==> src/rtl/controller_if.sv <==
// Datapath-facing bus of the accumulator CPU sequencer: opcode/zero in, phase and strobes out.
interface controller_if;
    logic [2:0] opcode;
    logic       zero;
    logic [2:0] phase;
    logic       mem_rd;
    logic       load_ir;
    logic       halt;
    logic       inc_pc;
    logic       load_ac;
    logic       load_pc;
    logic       mem_wr;

    // Sequencer side
    modport master (
        input  opcode, zero,
        output phase, mem_rd, load_ir, halt, inc_pc, load_ac, load_pc, mem_wr
    );

    // Datapath side
    modport slave (
        output opcode, zero,
        input  phase, mem_rd, load_ir, halt, inc_pc, load_ac, load_pc, mem_wr
    );
endinterface

==> src/rtl/controller.sv <==
// Eight-phase instruction sequencer for the 8-bit accumulator CPU.
// Strobes are combinational decodes of phase/opcode/zero/halted so the
// datapath sees them in the same cycle as the phase they belong to.
module controller (
    input  logic         clk,
    input  logic         rst,
    controller_if.master bus
);
    localparam int unsigned PHASE_W = 3;
    localparam int unsigned OP_W    = 3;

    typedef enum logic [PHASE_W-1:0] {
        INST_ADDR  = 3'd0,
        INST_FETCH = 3'd1,
        INST_LOAD  = 3'd2,
        IDLE       = 3'd3,
        OP_ADDR    = 3'd4,
        OP_FETCH   = 3'd5,
        ALU_OP     = 3'd6,
        STORE      = 3'd7
    } phase_e;

    localparam logic [OP_W-1:0] OP_HLT = 3'd0;
    localparam logic [OP_W-1:0] OP_SKZ = 3'd1;
    localparam logic [OP_W-1:0] OP_ADD = 3'd2;
    localparam logic [OP_W-1:0] OP_AND = 3'd3;
    localparam logic [OP_W-1:0] OP_XOR = 3'd4;
    localparam logic [OP_W-1:0] OP_LDA = 3'd5;
    localparam logic [OP_W-1:0] OP_STO = 3'd6;
    localparam logic [OP_W-1:0] OP_JMP = 3'd7;

    phase_e phase_q, phase_d;
    logic   halted_q, halted_d;

    logic   aluop;
    logic   is_hlt;
    logic   mem_rd_c, load_ir_c, halt_c, inc_pc_c, load_ac_c, load_pc_c, mem_wr_c;

    // Opcode classes used by the late phases
    assign aluop  = bus.opcode inside {OP_ADD, OP_AND, OP_XOR, OP_LDA};
    assign is_hlt = (bus.opcode == OP_HLT);

    // Phase counter and sticky halt flag; reset is immediate
    always_ff @(posedge clk or posedge rst) begin
        if (rst) begin
            phase_q  <= INST_ADDR;
            halted_q <= 1'b0;
        end else begin
            phase_q  <= phase_d;
            halted_q <= halted_d;
        end
    end

    // Next phase and strobe decode; a halted machine parks in OP_ADDR
    always_comb begin
        phase_d   = phase_q;
        halted_d  = halted_q;
        mem_rd_c  = 1'b0;
        load_ir_c = 1'b0;
        halt_c    = 1'b0;
        inc_pc_c  = 1'b0;
        load_ac_c = 1'b0;
        load_pc_c = 1'b0;
        mem_wr_c  = 1'b0;

        if (halted_q) begin
            halt_c = 1'b1;
        end else begin
            case (phase_q)
                INST_ADDR: begin
                    phase_d = INST_FETCH;
                end
                INST_FETCH: begin
                    phase_d  = INST_LOAD;
                    mem_rd_c = 1'b1;
                end
                INST_LOAD: begin
                    phase_d   = IDLE;
                    mem_rd_c  = 1'b1;
                    load_ir_c = 1'b1;
                end
                IDLE: begin
                    phase_d   = OP_ADDR;
                    mem_rd_c  = 1'b1;
                    load_ir_c = 1'b1;
                end
                OP_ADDR: begin
                    // HLT holds the PC on itself and freezes the phase here
                    if (is_hlt) begin
                        halted_d = 1'b1;
                        halt_c   = 1'b1;
                    end else begin
                        phase_d  = OP_FETCH;
                        inc_pc_c = 1'b1;
                    end
                end
                OP_FETCH: begin
                    phase_d  = ALU_OP;
                    mem_rd_c = aluop;
                end
                ALU_OP: begin
                    phase_d   = STORE;
                    mem_rd_c  = aluop;
                    load_ac_c = aluop;
                    inc_pc_c  = (bus.opcode == OP_SKZ) && bus.zero;
                    load_pc_c = (bus.opcode == OP_JMP);
                end
                STORE: begin
                    phase_d   = INST_ADDR;
                    mem_rd_c  = aluop;
                    load_ac_c = aluop;
                    inc_pc_c  = (bus.opcode == OP_JMP);
                    load_pc_c = (bus.opcode == OP_JMP);
                    mem_wr_c  = (bus.opcode == OP_STO);
                end
                default: begin
                    phase_d = INST_ADDR;
                end
            endcase
        end
    end

    // Drive the bus
    assign bus.phase   = PHASE_W'(phase_q);
    assign bus.mem_rd  = mem_rd_c;
    assign bus.load_ir = load_ir_c;
    assign bus.halt    = halt_c;
    assign bus.inc_pc  = inc_pc_c;
    assign bus.load_ac = load_ac_c;
    assign bus.load_pc = load_pc_c;
    assign bus.mem_wr  = mem_wr_c;
endmodule

==> src/flat_wrapper.sv <==
// flat-port wrapper written by rule: the top's interface ports become plain ports
module controller_flat 
  (clk, rst, bus_opcode, bus_zero, bus_phase, bus_mem_rd, bus_load_ir, bus_halt, bus_inc_pc, bus_load_ac, bus_load_pc, bus_mem_wr);
  controller_if bus_i ();
  input  logic clk;
  input  logic rst;
  input wire logic [$bits(bus_i.opcode)-1:0] bus_opcode;
  input wire logic [$bits(bus_i.zero)-1:0] bus_zero;
  output wire logic [$bits(bus_i.phase)-1:0] bus_phase;
  output wire logic [$bits(bus_i.mem_rd)-1:0] bus_mem_rd;
  output wire logic [$bits(bus_i.load_ir)-1:0] bus_load_ir;
  output wire logic [$bits(bus_i.halt)-1:0] bus_halt;
  output wire logic [$bits(bus_i.inc_pc)-1:0] bus_inc_pc;
  output wire logic [$bits(bus_i.load_ac)-1:0] bus_load_ac;
  output wire logic [$bits(bus_i.load_pc)-1:0] bus_load_pc;
  output wire logic [$bits(bus_i.mem_wr)-1:0] bus_mem_wr;
  assign bus_i.opcode = bus_opcode;
  assign bus_i.zero = bus_zero;
  assign bus_phase = bus_i.phase;
  assign bus_mem_rd = bus_i.mem_rd;
  assign bus_load_ir = bus_i.load_ir;
  assign bus_halt = bus_i.halt;
  assign bus_inc_pc = bus_i.inc_pc;
  assign bus_load_ac = bus_i.load_ac;
  assign bus_load_pc = bus_i.load_pc;
  assign bus_mem_wr = bus_i.mem_wr;
  controller u_core (.clk(clk), .rst(rst), .bus(bus_i));
endmodule
==> config.mk <==
export PLATFORM = sky130hd
export DESIGN_NAME = controller_flat
export DESIGN_NICKNAME = d
export VERILOG_FILES = /design/src/rtl/controller_if.sv /design/src/rtl/controller.sv /design/src/flat_wrapper.sv
export SDC_FILE = /design/constraint.sdc
export NUM_CORES = 1
export LEC_CHECK = 0
export CAP_MARGIN = 0
export CELL_PAD_IN_SITES_DETAIL_PLACEMENT = 1
export CELL_PAD_IN_SITES_GLOBAL_PLACEMENT = 2
export CORE_MARGIN = 2
export CORE_UTILIZATION = 18
export DETAILED_ROUTE_END_ITERATION = 6
export PLACE_DENSITY = 0.73
export SETUP_SLACK_MARGIN = 0.02
export SYNTH_ARGS = -nofsm -noshare
export SYNTH_HDL_FRONTEND = slang
export SYNTH_SLANG_ARGS = --single-unit
export TNS_END_PERCENT = 1
==> constraint.sdc <==
create_clock -name clk -period 1.3 [get_ports clk]
set_input_delay 0.26 -clock clk [delete_from_list [all_inputs] [get_ports clk]]
set_output_delay 0.26 -clock clk [all_outputs]
set_load 0.01 [all_outputs]
==> impl_metrics.tcl, run 1 <==
set metrics [dict create \
    status "complete, but fails checks" \
    violations "negative setup slack" \
    start_util_pct 19.3 \
    peakVddDrop_v 0.00107 \
    holdWs_ns 0.202 \
    synth_seq_area_share_pct 29.7 \
    overflow 0 \
    cp-start-kind "flop" \
    cts.htree.levels 1 \
    path_cells "inv_4, buf_6, ha_4, a31oi_1, o22ai_1, buf_2" \
    final_cell_mix "buf_4, buf_2, nor2_1, buf_6" \
    hold_class "in2async" \
    slew-limit-headroom_pct 80.2 \
    worstSetupPathDepth 6 \
    r2r_start "u_core.bus.phase[0]" \
    crit_fanout 4 \
    netlist_instances 38 \
    numCtsBuffers 3 \
    gp_congestion 0.719 \
    hold_viol 0 \
    die_x_um 47.2 \
    io_buffer_count 15 \
    leakagePower_nw 0.341 \
    hpwl_um 903 \
    die_h_um 47.2 \
    top_layer_used "met4" \
    rr_worst_depth 6 \
    die-area_um2 2230 \
    nNetsFinal 84 \
    ys_warn_count 0 \
    rsz0062_at_grt "true" \
    tightest_slew_ns 0.296 \
    yosysUniqueCellTypes 20 \
    cpLargestDelayFamily "flip-flops" \
    grt_pass1_wl_um 1930 \
    worst_skew_pair.late_latency_ns 0.24 \
    worst_clock_skew_ns 0.00459 \
    clock.fmax_ghz 0.599 \
    slew_viol_final 0 \
    first_pass_iters 4 \
    slowest_stage "dfrtp_2" \
    end_kind "output pin" \
    post-place-ws_ns -0.837 \
    rows 15 \
    finalWorstSetupSlack_ns -0.368 \
    antenna_found_initial 0 \
    final_util_pct 44.2 \
    synthAdderAreaFrac_pct 18.6 \
    synth_compound_area_share_pct 22.7 \
    path_buf_inv 3 \
    synth_nets 49 \
    wl_met1_um 496 \
    n_antenna_cell 0 \
    drc 0 \
    synth_simple_gate_area_share_pct 17.5 \
    clkTransAtPathRegs_ns 0.04 \
    placedCellCount 91 \
    synth_xor_area_share_pct 2.60 \
    cap_violations 0 \
    vias 421 \
    regToRegEndpoint "u_core.bus.phase[1]" \
    drt-initial-drc-count 5 \
    synth.mux.area_fraction_pct 4.46 \
    wl_met2_um 641 \
    fin_crit_sh_pct 128 \
    setup_viol 11 \
    r2r_slack_ns -0.23 \
    critPathRequiredTime_ns 1.04 \
    grt.total_usage_pct 12.5 \
    ant_nets 0 \
    cts_tree "yes" \
    clock_sinks 4 \
    synth_top_family_by_area "compound AO/OA/AOI/OAI gates" \
    instances_no_fill 97 \
    post_drt_wl_per_cell_um 12.5 \
    syn_avg_cell_area_um2 8.86 \
    clock_tree.root_cell "clkbuf_4" \
    critPathArrivalTime_ns 1.41 \
    core_area_um2 1750 \
    clock_path_buffers 2 \
    syn_area_um2 337 \
    grt_pass1_vias 457 \
    worstSetupPathType "reg2out" \
    pwr_density_cell_nw_per_um2 2550 \
    wl_um 1220 \
    num_io_pins 16 \
    fin_crit_ns 1.67 \
    area_growth_syn_to_layout_pct 129 \
    drive_gt1_share_pct 69.4 \
    ys_ff_latch 4 \
    grt_max_degree 7 \
    mostFrequentLayoutCell "buf_4" \
    route.met3.wl_um 60 \
    cp_slowest_stage_delay_ns 0.43 \
    avgViaCountPerCell 4.34 \
]
how the worst max path moves through the flow:
| stage | from | end |
|---|---|---|
| floorplan | u_core.bus.phase[0] | u_core.bus.phase[1] |
| global placement | bus_opcode[2] | bus_mem_rd |
| detailed placement | bus_opcode[2] | bus_mem_rd |
| CTS | u_core.bus.phase[1] | bus_mem_rd |
| global route | u_core.bus.phase[0] | bus_inc_pc |
| finish | u_core.bus.phase[0] | bus_inc_pc |
registers in the layout (all words and copies together), names as in the netlist:
| name | count |
|---|---|
| u_core.bus.phase | 3 |
| u_core.halted_q | 1 |
Yosys cell counts (all sizes together):
library cell,number,area (um^2)
ha,5,62.6
dfrtp,4,100
inv,4,15.0
nor2,4,15.0
nor3,3,15.0
o21ai,3,15.0
a2111oi,2,18.8
a31oi,2,12.5
nand2,2,7.51
a21oi,1,5.00
a41o,1,10.0
mux2,1,15.0
nand2b,1,6.26
nor2b,1,6.26
nor4b,1,8.76
o22ai,1,6.26
o41ai,1,8.76
xnor2,1,8.76
power breakdown:
part,total (mW),switching [mW],internal (mW),leakage [nW]
logic,1.49,0.642,0.846,0.282
clock network,0.172,0.0566,0.116,0.0150
registers,0.312,0.112,0.200,0.0441
total,1.97,0.810,1.16,0.341
cell families after synthesis:
logic type | after synthesis
compound gates | 11
buf+inv | 4
flops | 4
xor+xnor | 1
fa+ha+maj | 5
mux | 1
simple gates | 12
through the flow:
stage          instance area, um^2  TNS, ns  total power [mW]
2_1_floorplan                  377   -0.325             0.852
3_3_place_gp                   656    -5.91              1.49
3_5_place_dp                   656    -5.89              1.51
4_1_cts                        719    -2.78              1.84
5_1_grt                        772    -3.72              2.14
6_report                       772    -2.87              1.97
layout make-up:
cell class	instances	area (um^2)
fillers	203	973
multi-input cells	30	350
repair buffers	30	243
flip-flops and latches	4	104
well taps	25	31.3
clock buffers	4	26.3
inverters	4	17.5
repair_timing:
item | CTS | global route
setup endpoints to repair | 14 | 14
buffers inserted | 1 | 1
hold endpoints to repair | 0 | 0
pin swaps | 6 | 1
hold buffers | 0 | 0
resized for setup | 53 | 8
per-layer routing:
metal | vias to the layer above | GRT usage [%]
li1 | 209 | -
met1 | 196 | 13.5
met2 | 14 | 22.7
met3 | 2 | 2.31
met4 | 0 | 6.67
met5 | - | 0
Power figures use the tool's default switching activity.
==> run 2: changes to the inputs <==
--- a/config.mk
+++ b/config.mk
@@ -8,10 +8,11 @@
 export CAP_MARGIN = 0
 export CELL_PAD_IN_SITES_DETAIL_PLACEMENT = 1
 export CELL_PAD_IN_SITES_GLOBAL_PLACEMENT = 2
-export CORE_MARGIN = 2
-export CORE_UTILIZATION = 18
+export CORE_AREA = 2 2 39 41
 export DETAILED_ROUTE_END_ITERATION = 6
-export PLACE_DENSITY = 0.73
+export DIE_AREA = 0 0 41 43
+export DONT_BUFFER_PORTS = 1
+export PLACE_DENSITY_LB_ADDON = 0.1
 export SETUP_SLACK_MARGIN = 0.02
 export SYNTH_ARGS = -nofsm -noshare
 export SYNTH_HDL_FRONTEND = slang
==> run 2 against run 1 <==
The run still ends with negative setup slack left. Setup slack improved by 0.062 ns. Sequential cell count unchanged. Clock skew increased by 0.0042 ns. Largest power group unchanged.
==> impl_metrics.tcl, run 2 (synthesis results as in run 1) <==
set metrics [dict create \
    drt-initial-drc-count 2 \
    leakagePower_nw 0.265 \
    num_io_pins 16 \
    clock_tree.root_cell "clkbuf_4" \
    mostFrequentLayoutCell "buf_4" \
    hpwl_um 777 \
    power_frac_seq_pct 16.7 \
    ant_nets 0 \
    cap_violations 0 \
    p_int_uw 971 \
    multi_input_area_um2 317 \
    gp_congestion 0.646 \
    first_pass_iters 2 \
    numCtsBuffers 3 \
    worstSetupPathType "reg2out" \
    p_comb_share_pct 73.1 \
    path_buf_inv 1 \
    fin_crit_ns 1.61 \
    area_growth_syn_to_layout_pct 86.6 \
    nNetsFinal 73 \
    cp_slowest_stage_delay_ns 0.44 \
    hold_class "in2async" \
    clock_sinks 4 \
    rows 14 \
    core_area_um2 1380 \
    n_antenna_cell 0 \
    fin_crit_sh_pct 124 \
    grt_pass1_vias 402 \
    slew-limit-headroom_pct 75.2 \
    grt.total_usage_pct 15.3 \
    tightest_slew_ns 0.369 \
    cp-start-kind "flop" \
    seq_area_um2 103 \
    worst_clock_skew_ns 0.00881 \
    crit_fanout 3 \
    tns_ns -2.07 \
    final_cell_mix "buf_4, ha_4, clkbuf_4" \
    drive_gt1_share_pct 63.9 \
    end_kind "output pin" \
    cts_tree "yes" \
    finalWorstSetupSlack_ns -0.306 \
    drc 0 \
    start_util_pct 24.3 \
    slew_viol_final 0 \
    die_h_um 43 \
    rsz0062_at_grt "true" \
    cts.htree.levels 1 \
    setup_viol 11 \
    clkTransAtPathRegs_ns 0.04 \
    avgViaCountPerCell 4.94 \
    grt_max_degree 8 \
    post-place-ws_ns -0.173 \
    status "complete, but fails checks" \
    antenna_found_initial 0 \
    die-area_um2 1760 \
    r2r_start "u_core.bus.phase[1]" \
    violations "negative setup slack" \
    switching_power_uw 725 \
    fillers 168 \
    clock_path_buffers 2 \
    r2r_slack_ns -0.16 \
    pwr_density_cell_nw_per_um2 2700 \
    overflow 0 \
    peakVddDrop_v 0.00106 \
    post_drt_wl_per_cell_um 13.6 \
    slowest_stage "dfrtp_2" \
    instances_no_fill 77 \
    final_area_um2 628 \
    clock.fmax_ghz 0.622 \
    rr_worst_depth 5 \
    grt_pass1_wl_um 1720 \
    placed_cell_area_um2 479 \
    critPathRequiredTime_ns 1.04 \
    critPathArrivalTime_ns 1.35 \
    worst_skew_pair.late_latency_ns 0.24 \
    io_buffer_count 0 \
    cpLargestDelayFamily "flip-flops" \
    p_sw_share_pct 42.8 \
    hold_viol 0 \
    largest_reg_flops 3 \
    power_frac_clock_pct 10.2 \
    placedCellCount 65 \
    path_cells "buf_4, ha_2, nor3_2, a2111oi_4" \
    regToRegEndpoint "u_core.bus.phase[1]" \
    vias 380 \
    wl_um 1050 \
    die_x_um 41 \
]
run 2: changes by cell type in the layout (fill, tap and decap cells not counted), sizes merged:
cell	delta
clkdlybuf4s50	-3
buf	-7
dlygate4sd3	+1
dlygate4sd2	-2
run 2: layout make-up:
cell class	instances	share of cell area (%)
clock buffers	4	4.18
repair buffers	19	23.1
inverters	4	2.79
well taps	16	3.19
multi-input cells	30	50.4
flip-flops and latches	4	16.3
run 2: stage by stage:
step           power (mW)  utilization, %  hold slack [ns]
2_1_floorplan       0.852               -           0.0260
3_3_place_gp         1.18            34.6           0.0379
3_5_place_dp         1.21            34.6           0.0369
4_1_cts              1.68            44.1            0.323
5_1_grt              1.85            45.4            0.327
6_report             1.70            45.4            0.332
run 2: repair_timing:
item	CTS	global route
endpoints found under the setup margin	10	11
hold endpoints to repair	4	0
gates cloned	0	0
setup buffers	6	1
pin swaps	5	4
gates resized for setup	11	3
hold buffers	1	0
run 2: power by group through the flow:
stage | sequential (mW) | combinational [mW] | clock (mW)
global route | 0.297 | 1.35 | 0.204
finish | 0.284 | 1.24 | 0.172
CTS | 0.283 | 1.22 | 0.184
detailed placement | 0.257 | 0.954 | 0
floorplan | 0.314 | 0.538 | 0
global placement | 0.253 | 0.930 | 0
run 2: worst reg2reg max path, stage by stage, from the launching register on:
cell	delay (ns)
dfrtp_2	0.45
inv_2	0.11
ha_4	0.17
a41o_1	0.20
buf_4	0.13
mux2_4	0.28
run 2: worst max-delay path by stage:
stage,depth (start not counted),slack (ns),from,end
6_report,4,-0.31,u_core.bus.phase[0],bus_mem_rd
3_3_place_gp,4,-0.13,u_core.bus.phase[0],bus_mem_wr
2_1_floorplan,4,-0.1,u_core.bus.phase[0],u_core.bus.phase[1]
4_1_cts,5,-0.32,u_core.bus.phase[0],bus_load_pc
5_1_grt,4,-0.38,u_core.bus.phase[0],bus_mem_rd
3_5_place_dp,4,-0.17,u_core.bus.phase[0],bus_mem_wr
run 2: routing by layer:
| metal | wire, um | GRT usage (%) | vias to the layer above | part of all wire [%] |
|---|---|---|---|---|
| li1 | - | - | 188 | - |
| met1 | 392 | 14.7 | 181 | 37 |
| met2 | 586 | 24.4 | 11 | 56 |
| met3 | 72 | 5.76 | 0 | 6.9 |
| met4 | 0 | 12.0 | 0 | 0 |
| met5 | 0 | 0 | - | 0 |
